**src/rtl/a2d_arbiter.sv**
```systemverilog
// -----------------------------------------------------------------------------
// a2d_arbiter
//   Shares one A2D_intf SPI converter between two requesters. Port A is the
//   round-robin slider poller; port B is a high-priority on-demand client.
//   One owner is granted at a time. The arbiter issues strt_cnv/chnnl to
//   A2D_intf and returns the result to the owner with a one-cycle done pulse.
//   B wins simultaneous requests, but A is forced through after MAX_CONSEC
//   consecutive B grants taken while A was waiting.
//
// Optional feature: define A2D_WDOG_EN to enable the WAIT-state watchdog.
//   After TIMEOUT_CYC cycles in WAIT the conversion is aborted. The result is
//   then 12'hFFF and timeout is raised together with the done pulse. Without
//   the macro, WAIT holds indefinitely and timeout is tied low.
//
// Ports
//   clk, rst_n           clock, asynchronous active-low reset
//   req_a, chnnl_a[2:0]  requester A: level request, channel sampled at grant
//   req_b, chnnl_b[2:0]  requester B: level request, channel sampled at grant
//   done_a, done_b       one-cycle completion pulse to the owner
//   result[11:0]         last conversion result, held until the next done
//   timeout              qualifies done_x: conversion aborted by watchdog
//   strt_cnv             one-cycle start pulse to A2D_intf
//   chnnl[2:0]           channel to A2D_intf, stable from START through WAIT
//   cnv_cmplt, res[11:0] completion flag and result from A2D_intf
// -----------------------------------------------------------------------------
module a2d_arbiter #(
   parameter int unsigned MAX_CONSEC  = 3,
   parameter int unsigned TIMEOUT_CYC = 4096
) (
   input  logic        clk,
   input  logic        rst_n,
   input  logic        req_a,
   input  logic [2:0]  chnnl_a,
   input  logic        req_b,
   input  logic [2:0]  chnnl_b,
   output logic        done_a,
   output logic        done_b,
   output logic [11:0] result,
   output logic        timeout,
   output logic        strt_cnv,
   output logic [2:0]  chnnl,
   input  logic        cnv_cmplt,
   input  logic [11:0] res
);

   localparam int unsigned CW = ($clog2(MAX_CONSEC + 1) < 1) ? 1 : $clog2(MAX_CONSEC + 1);

   typedef enum logic [1:0] {S_IDLE, S_START, S_WAIT, S_DONE} state_t;

   state_t          r_state;
   state_t          w_next;
   logic            r_owner_b;
   logic [2:0]      r_chnnl;
   logic [11:0]     r_result;
   logic            r_timeout;
   logic [CW-1:0]   r_consec_b;
   logic            w_sat;
   logic            w_grant_a;
   logic            w_grant_b;
   logic            w_wdog_hit;

   // B wins a tie unless it has already taken MAX_CONSEC grants past a waiting A
   assign w_sat     = (r_consec_b == CW'(MAX_CONSEC));
   assign w_grant_b = req_b && !(req_a && w_sat);
   assign w_grant_a = req_a && !w_grant_b;

`ifdef A2D_WDOG_EN
   localparam int unsigned WW = ($clog2(TIMEOUT_CYC + 1) < 1) ? 1 : $clog2(TIMEOUT_CYC + 1);
   logic [WW-1:0] r_wdog;

   // Cleared in START, so every WAIT phase begins counting from zero
   always_ff @(posedge clk or negedge rst_n) begin
      if (!rst_n)
         r_wdog <= '0;
      else if (r_state == S_START)
         r_wdog <= '0;
      else if (r_state == S_WAIT)
         r_wdog <= r_wdog + WW'(1);
   end

   assign w_wdog_hit = (r_state == S_WAIT) && (r_wdog == WW'(TIMEOUT_CYC - 1));
`else
   assign w_wdog_hit = 1'b0;
`endif

   // State register
   always_ff @(posedge clk or negedge rst_n) begin
      if (!rst_n)
         r_state <= S_IDLE;
      else
         r_state <= w_next;
   end

   // Next-state logic
   always_comb begin
      w_next = r_state;
      case (r_state)
         S_IDLE:  if (w_grant_a || w_grant_b) w_next = S_START;
         S_START: w_next = S_WAIT;
         S_WAIT:  if (cnv_cmplt || w_wdog_hit) w_next = S_DONE;
         S_DONE:  w_next = S_IDLE;
         default: w_next = S_IDLE;
      endcase
   end

   // Outputs
   always_comb begin
      strt_cnv = 1'b0;
      done_a   = 1'b0;
      done_b   = 1'b0;
      timeout  = 1'b0;
      case (r_state)
         S_START: strt_cnv = 1'b1;
         S_DONE: begin
            done_a  = !r_owner_b;
            done_b  = r_owner_b;
            timeout = r_timeout;
         end
         default: ;
      endcase
   end

   assign chnnl  = r_chnnl;
   assign result = r_result;

   // Grant bookkeeping and result capture
   always_ff @(posedge clk or negedge rst_n) begin
      if (!rst_n) begin
         r_owner_b  <= 1'b0;
         r_chnnl    <= '0;
         r_result   <= '0;
         r_timeout  <= 1'b0;
         r_consec_b <= '0;
      end else begin
         case (r_state)
            S_IDLE: begin
               if (w_grant_a) begin
                  r_owner_b  <= 1'b0;
                  r_chnnl    <= chnnl_a;
                  r_consec_b <= '0;
               end else if (w_grant_b) begin
                  r_owner_b  <= 1'b1;
                  r_chnnl    <= chnnl_b;
                  // A B grant over a pending A is only possible below saturation
                  r_consec_b <= req_a ? (r_consec_b + CW'(1)) : '0;
               end
            end
            S_WAIT: begin
               // A completion in the expiry cycle takes priority over the watchdog
               if (cnv_cmplt) begin
                  r_result  <= res;
                  r_timeout <= 1'b0;
               end else if (w_wdog_hit) begin
                  r_result  <= 12'hFFF;
                  r_timeout <= 1'b1;
               end
            end
            default: ;
         endcase
      end
   end

endmodule
```
**config.mk**
```make
export PLATFORM = sky130hd
export DESIGN_NAME = a2d_arbiter
export DESIGN_NICKNAME = d
export VERILOG_FILES = /design/src/rtl/a2d_arbiter.sv
export SDC_FILE = /design/constraint.sdc
export NUM_CORES = 1
export LEC_CHECK = 0
export CORE_AREA = 2 2 52 54
export DETAILED_ROUTE_END_ITERATION = 8
export DIE_AREA = 0 0 54 56
export PLACE_DENSITY = 0.76
export SLEW_MARGIN = 10
export SYNTH_ARGS = -nofsm -noshare
export SYNTH_HDL_FRONTEND = slang
export SYNTH_SLANG_ARGS = --single-unit
```
**constraint.sdc**
```tcl
create_clock -name clk -period 1.92 [get_ports clk]
set_input_delay 0.384 -clock clk [delete_from_list [all_inputs] [get_ports clk]]
set_output_delay 0.384 -clock clk [all_outputs]
set_load 0.05 [all_outputs]
```
==> impl_metrics.yaml, run 1 <==
status:
  status: "completed"
global_routing:
  grt_pass1_wl_mm: 2.71
  grt_max_degree: 21
  met3_usage: 0.0457
  busiest_layer: "met2"
  grt_antenna_before_repair: 0
  overflow: 0
  use_met1: 0.152
  grt_pass1_vias: 609
  grt_use_met2: 0.186
  track_usage: 0.119
worst_setup_path:
  worstSetupPathType: "flip-flop to output pin"
  crit_arrival_ps: 1470
  critPathSlowestCell: "clkdlybuf4s50_1"
  cp_cell_sequence: "clkdlybuf4s50_1"
  critical-path-top-delay-family: "buffers and inverters"
  timing.critical_path.to_type: "output pin"
  critPathMaxStageDelay_ps: 810
  crit_required_ps: 1540
  critPathMaxFanout: 2
  crit_buf_inv: 1
  startpoint_type: "flip-flop"
synth:
  syn_inst: 76
  ys_seq_area_frac: 0.515
  synth_area_leaders: "dfrtp_1 51%, mux2_4 17%, ha_1 6.4%"
  yosys_warnings: 0
  synthDistinctLibCells: 25
  synth.avg_cell_area_sq_um: 12.8
  synth_area_sq_um: 972
  ys_ff_latch: 20
  syn_nets: 104
  synth_top_area_cell: "dfrtp_1"
  synth_top_area_share: 0.515
cells_and_area:
  post-route-util: 0.601
  fin_nets: 148
  multi_input_area_sq_um: 430
  area_growth_pct: 50.3
  drive_above_1_share: 0.202
  fin_area_sq_um: 1460
  antenna_cells: 0
  seq_area_sq_um: 500
  fill_cells: 213
cts:
  numClockSinks: 20
  cts_root_buffer: "clkbuf_4"
  cts_made_buffers: 3
  post_cts_buffers: 0
  cts_tree: "built"
  worstSkewPairLatency_ps: 290
  clockBufferDepth: 2
  ctsHoldBuffers: 0
  post_cts_resized: 0
  clock_tree.htree_level_count: 1
  path_clk_slew_ps: 110
floorplan:
  num_io_pins: 42
  die-area_sq_um: 3020
  die_h_microns: 56
  core_area_sq_um: 2430
  row_count: 18
  dieWidth_microns: 54
  initial_core_util: 0.400
drt:
  first_pass_iters: 4
  wl_per_cell_microns: 12.9
  viasPerCell: 4.81
  ant_nets: 0
  postRouteWirelength_mm: 1.93
  drt_iter0_markers: 11
  route.vias.total: 717
  post-route-drc-count: 0
placed_design:
  dpl-instance-area_sq_um: 1430
  place_congestion: 0.711
  portBuffers: 40
  dp_hpwl_mm: 1.52
hold_path:
  holdCritPathClass: "primary input to async pin"
sta:
  fmax_ghz: 0.541
  max_slew_margin: 0.659
  fin_skew_ps: 1.66
  rsz0062_at_grt: "false"
  worst_pin_slew_ps: 510
  final.setup.tns_ps: 0
  fin_crit_ps: 1850
  fin_crit_sh: 0.963
  setup_viol: 0
  maxSlewViolCount: 0
  timing_hold_violations_final: 0
pwr:
  intPower_mw: 1.50
  pwr-share-comb: 0.637
  powerDensity_nw_per_um2: 1890
  p_clk_frac: 0.086
  p_sw_frac: 0.458
  cellLeakagePower_nw: 0.661
  irDropWorstVdd_mv: 1.19
  p_seq_frac: 0.276
  power_switching_mw: 1.26
run:
  drv_cap: 0
[cell usage in the layout, fill, tap and decap left out, types with 2 or more instances in the layout]
cell             synthesis  routed
inv_1                    3       3
mux2_4                  11      11
ha_1                     5       5
buf_4                    1       2
clkdlybuf4s50_1          0      37
clkbuf_4                 0       3
a21oi_1                  3       3
a31oi_1                  4       4
nand3_1                  2       2
o21ai_1                  4       4
mux2_1                   2       2
nand2_1                  2       2
nor2_1                   4       4
dfrtp_1                 20      20
buf_12                   0       3
nor2b_1                  2       2
[layer usage]
metal | routed length (microns) | share of wire
met2 | 854 | 0.44
met3 | 190 | 0.098
met1 | 884 | 0.46
met4 | 0 | 0
met5 | 0 | 0
[kinds of logic (layout without fill, tap and decap cells)]
group,Yosys count,after routing,share of synthesized area
AOI/OAI and AO/OA,16,16,0.102
adders and majority gates,5,5,0.0644
buffers and inverters,6,49,0.0425
DFF,20,20,0.515
muxes,13,13,0.193
other,1,1,0.00386
and+or+nand+nor,15,15,0.0798
[sequential cells by signal, summed over array words and instances, names as in the netlist]
name        flops
result         12
chnnl           3
r_consec_b      2
r_state         2
r_owner_b       1
[cells in the mapped netlist (all sizes together)]
master / count
inv: 3
conb: 1
dfrtp: 20
nand2b: 1
nor2b: 2
mux2: 13
o21a: 1
o22a: 1
buf: 3
nand3: 2
ha: 5
o21ai: 6
nand2: 3
a31oi: 4
and2: 1
nor2: 5
a21oi: 4
and2b: 1
[path summary, 6_finish.rpt]
path                                 start   endpoint  slack (ps)  depth (start not counted)
worst min register to register   result[3]  result[3]         500                          1
worst min-delay path                 rst_n  result[8]         420                          2
worst max register to register  r_state[0]  result[2]         400                          4
worst max-delay path              chnnl[2]   chnnl[2]          70                          1
min in group clk                 result[3]  result[3]         500                          1
max in group asynchronous            rst_n  result[0]        1300                          2
[stage by stage]
stage / cells / setup WS (ps) / hold slack, ps / total power, mW
after floorplan: 76 / 299 / 88.4 / 1.96
after global placement: 145 / 304 / 466 / 2.50
after detailed placement: 145 / 260 / 483 / 2.54
after CTS: 149 / 47.7 / 425 / 2.78
after global routing: 149 / 0.126 / 427 / 2.89
final: 149 / 70.4 / 423 / 2.76
[layout make-up]
cell class / count / area share
inverters: 3 / 0.00771
repair buffers: 42 / 0.305
multi-input cells: 50 / 0.295
well taps: 30 / 0.0257
flip-flops and latches: 20 / 0.342
clock buffers: 4 / 0.0248
[worst reg2reg max path: stages (launching register included)]
cell and delay, ps:
dfrtp_1 420, inv_1 80, ha_1 240, nand2_2 310, mux2_1 360
[power by group through the flow]
stage	sequential [mW]	combinational (mW)	clock, mW
final	0.763	1.76	0.238
after global routing	0.786	1.84	0.266
after CTS	0.764	1.77	0.248
after detailed placement	0.774	1.76	0
after global placement	0.762	1.74	0
after floorplan	1.33	0.631	0
Note: power is estimated with default switching activity, not from simulation.
==> run 2: changes to the inputs <==
--- a/config.mk
+++ b/config.mk
@@ -5,10 +5,13 @@
 export SDC_FILE = /design/constraint.sdc
 export NUM_CORES = 1
 export LEC_CHECK = 0
-export CORE_AREA = 2 2 52 54
+export CELL_PAD_IN_SITES_DETAIL_PLACEMENT = 1
+export CELL_PAD_IN_SITES_GLOBAL_PLACEMENT = 1
+export CORE_AREA = 2 2 60 62
 export DETAILED_ROUTE_END_ITERATION = 8
-export DIE_AREA = 0 0 54 56
-export PLACE_DENSITY = 0.76
+export DIE_AREA = 0 0 62 64
+export PLACE_DENSITY = 0.74
+export REMOVE_ABC_BUFFERS = 1
 export SLEW_MARGIN = 10
 export SYNTH_ARGS = -nofsm -noshare
 export SYNTH_HDL_FRONTEND = slang
==> run 2 against run 1 <==
  * Clock skew is 0.86 ps lower
  * Design area is 2.2% higher
  * Sequential cell count stayed put
  * Count of clock-buffer cells in the layout did not move
  * Cell count is 11% higher
  * Die area increased by 31%
==> impl_metrics.yaml, run 2 (same netlist as run 1, synthesis figures left out) <==
status:
  status: "completed"
worst_setup_path:
  timing.critical_path.to_type: "output pin"
  worstSetupPathType: "flip-flop to output pin"
  startpoint_type: "flip-flop"
  crit_arrival_ps: 1470
  critPathMaxStageDelay_ps: 810
  critical-path-top-delay-family: "buffers and inverters"
  critPathMaxFanout: 2
  r2r_slack_ps: 340
  crit_buf_inv: 1
  crit_required_ps: 1540
  critPathSlowestCell: "clkdlybuf4s50_1"
  cp_cell_sequence: "clkdlybuf4s50_1"
floorplan:
  row_count: 21
  dieWidth_microns: 62
  core_area_sq_um: 3280
  initial_core_util: 0.296
  die-area_sq_um: 3970
  die_h_microns: 64
  num_io_pins: 42
global_routing:
  overflow: 0
  grt_antenna_before_repair: 0
  grt_pass1_wl_mm: 3.53
  grt_pass1_vias: 787
  grt_max_degree: 21
  track_usage: 0.117
drt:
  viasPerCell: 4.43
  first_pass_iters: 4
  post-route-drc-count: 0
  route.vias.total: 731
  drt_iter0_markers: 9
  postRouteWirelength_mm: 2.25
  wl_per_cell_microns: 13.6
  ant_nets: 0
sta:
  maxSlewViolCount: 0
  fin_crit_ps: 1860
  setup_viol: 0
  fin_crit_sh: 0.967
  timing_hold_violations_final: 0
  final.setup.worst_slack_ps: 64.1
  fin_skew_ps: 0.798
  fmax_ghz: 0.539
  final.setup.tns_ps: 0
  worst_pin_slew_ps: 520
  max_slew_margin: 0.653
  rsz0062_at_grt: "false"
cts:
  worstSkewPairLatency_ps: 290
  clock_tree.htree_level_count: 1
  numClockSinks: 20
  post_cts_buffers: 0
  cts_made_buffers: 3
  clockBufferDepth: 2
  path_clk_slew_ps: 110
  cts_root_buffer: "clkbuf_4"
  cts_tree: "built"
placed_design:
  dp_hpwl_mm: 1.85
  place_congestion: 0.691
  dp_slack_ps: 231
  portBuffers: 40
pwr:
  irDropWorstVdd_mv: 0.770
  powerDensity_nw_per_um2: 1850
  cellLeakagePower_nw: 0.717
cells_and_area:
  final_cell_mix: "30 x clkdlybuf4s50_1, 20 x dfrtp_1, 11 x mux2_4, 6 x dlymetal6s2s_1, 5 x ha_1"
  final_common_cell: "clkdlybuf4s50_1"
  drive_above_1_share: 0.210
  antenna_cells: 0
  fin_nets: 148
  area_growth_pct: 53.7
  largest_reg_flops: 12
run:
  drv_cap: 0
hold_path:
  holdCritPathClass: "primary input to async pin"
[run 2: cell types whose count changed in the layout (fill, tap and decap cells not counted), sizes merged]
cell           delta
dlymetal6s2s      +6
buf               +1
clkdlybuf4s50     -7
[run 2: repair_timing]
action / 4_1_cts / 5_1_grt
endpoints found under the hold margin: 0 / 0
resized for setup: 0 / 6
hold buffers: 0 / 0
setup endpoints to repair: 0 / 6
[run 2: area by class of cell]
class                           count  area, sq um
Tap cell                           46         57.6
Fill cell                         353         1790
Sequential cell                    20          500
Inverter                            3         11.3
Clock buffer                        4         36.3
Timing Repair Buffer               42          458
Multi-Input combinational cell     50          430
[run 2: where the power goes]
part	total (mW)	leakage (nW)	internal, mW	switching [mW]
clock	0.239	0.0210	0.116	0.124
sequential	0.772	0.236	0.635	0.137
combinational	1.75	0.460	0.736	1.02
total	2.77	0.717	1.49	1.28
[run 2: worst paths after layout]
check | start | end | cells past startpoint
worst max-delay path | result[5] | result[5] | 1
worst min-delay path | rst_n | result[1] | 2
worst max register to register | r_state[0] | result[3] | 4
worst min register to register | r_consec_b[0] | r_consec_b[0] | 1
max in group asynchronous | rst_n | result[4] | 2
min in group clk | r_consec_b[0] | r_consec_b[0] | 1
[run 2: metal layers]
| layer | share of wire | global-route usage | vias to the layer above |
|---|---|---|---|
| li1 | - | - | 345 |
| met1 | 0.39 | 0.136 | 365 |
| met2 | 0.57 | 0.214 | 19 |
| met3 | 0.036 | 0.0182 | 2 |
| met4 | 0.0093 | 0.0319 | 0 |
| met5 | 0 | 0 | - |
[run 2: metrics by stage]
stage / area, sq um / hold WS, ps / cells / power, mW / util
detailed placement: 1440 / 481 / 161 / 2.56 / 0.439
global route: 1490 / 431 / 165 / 2.92 / 0.455
global placement: 1440 / 467 / 161 / 2.51 / 0.439
finish: 1490 / 425 / 165 / 2.77 / 0.455
floorplan: 942 / 88.4 / 73 / 1.94 / -
CTS: 1480 / 434 / 165 / 2.81 / 0.450
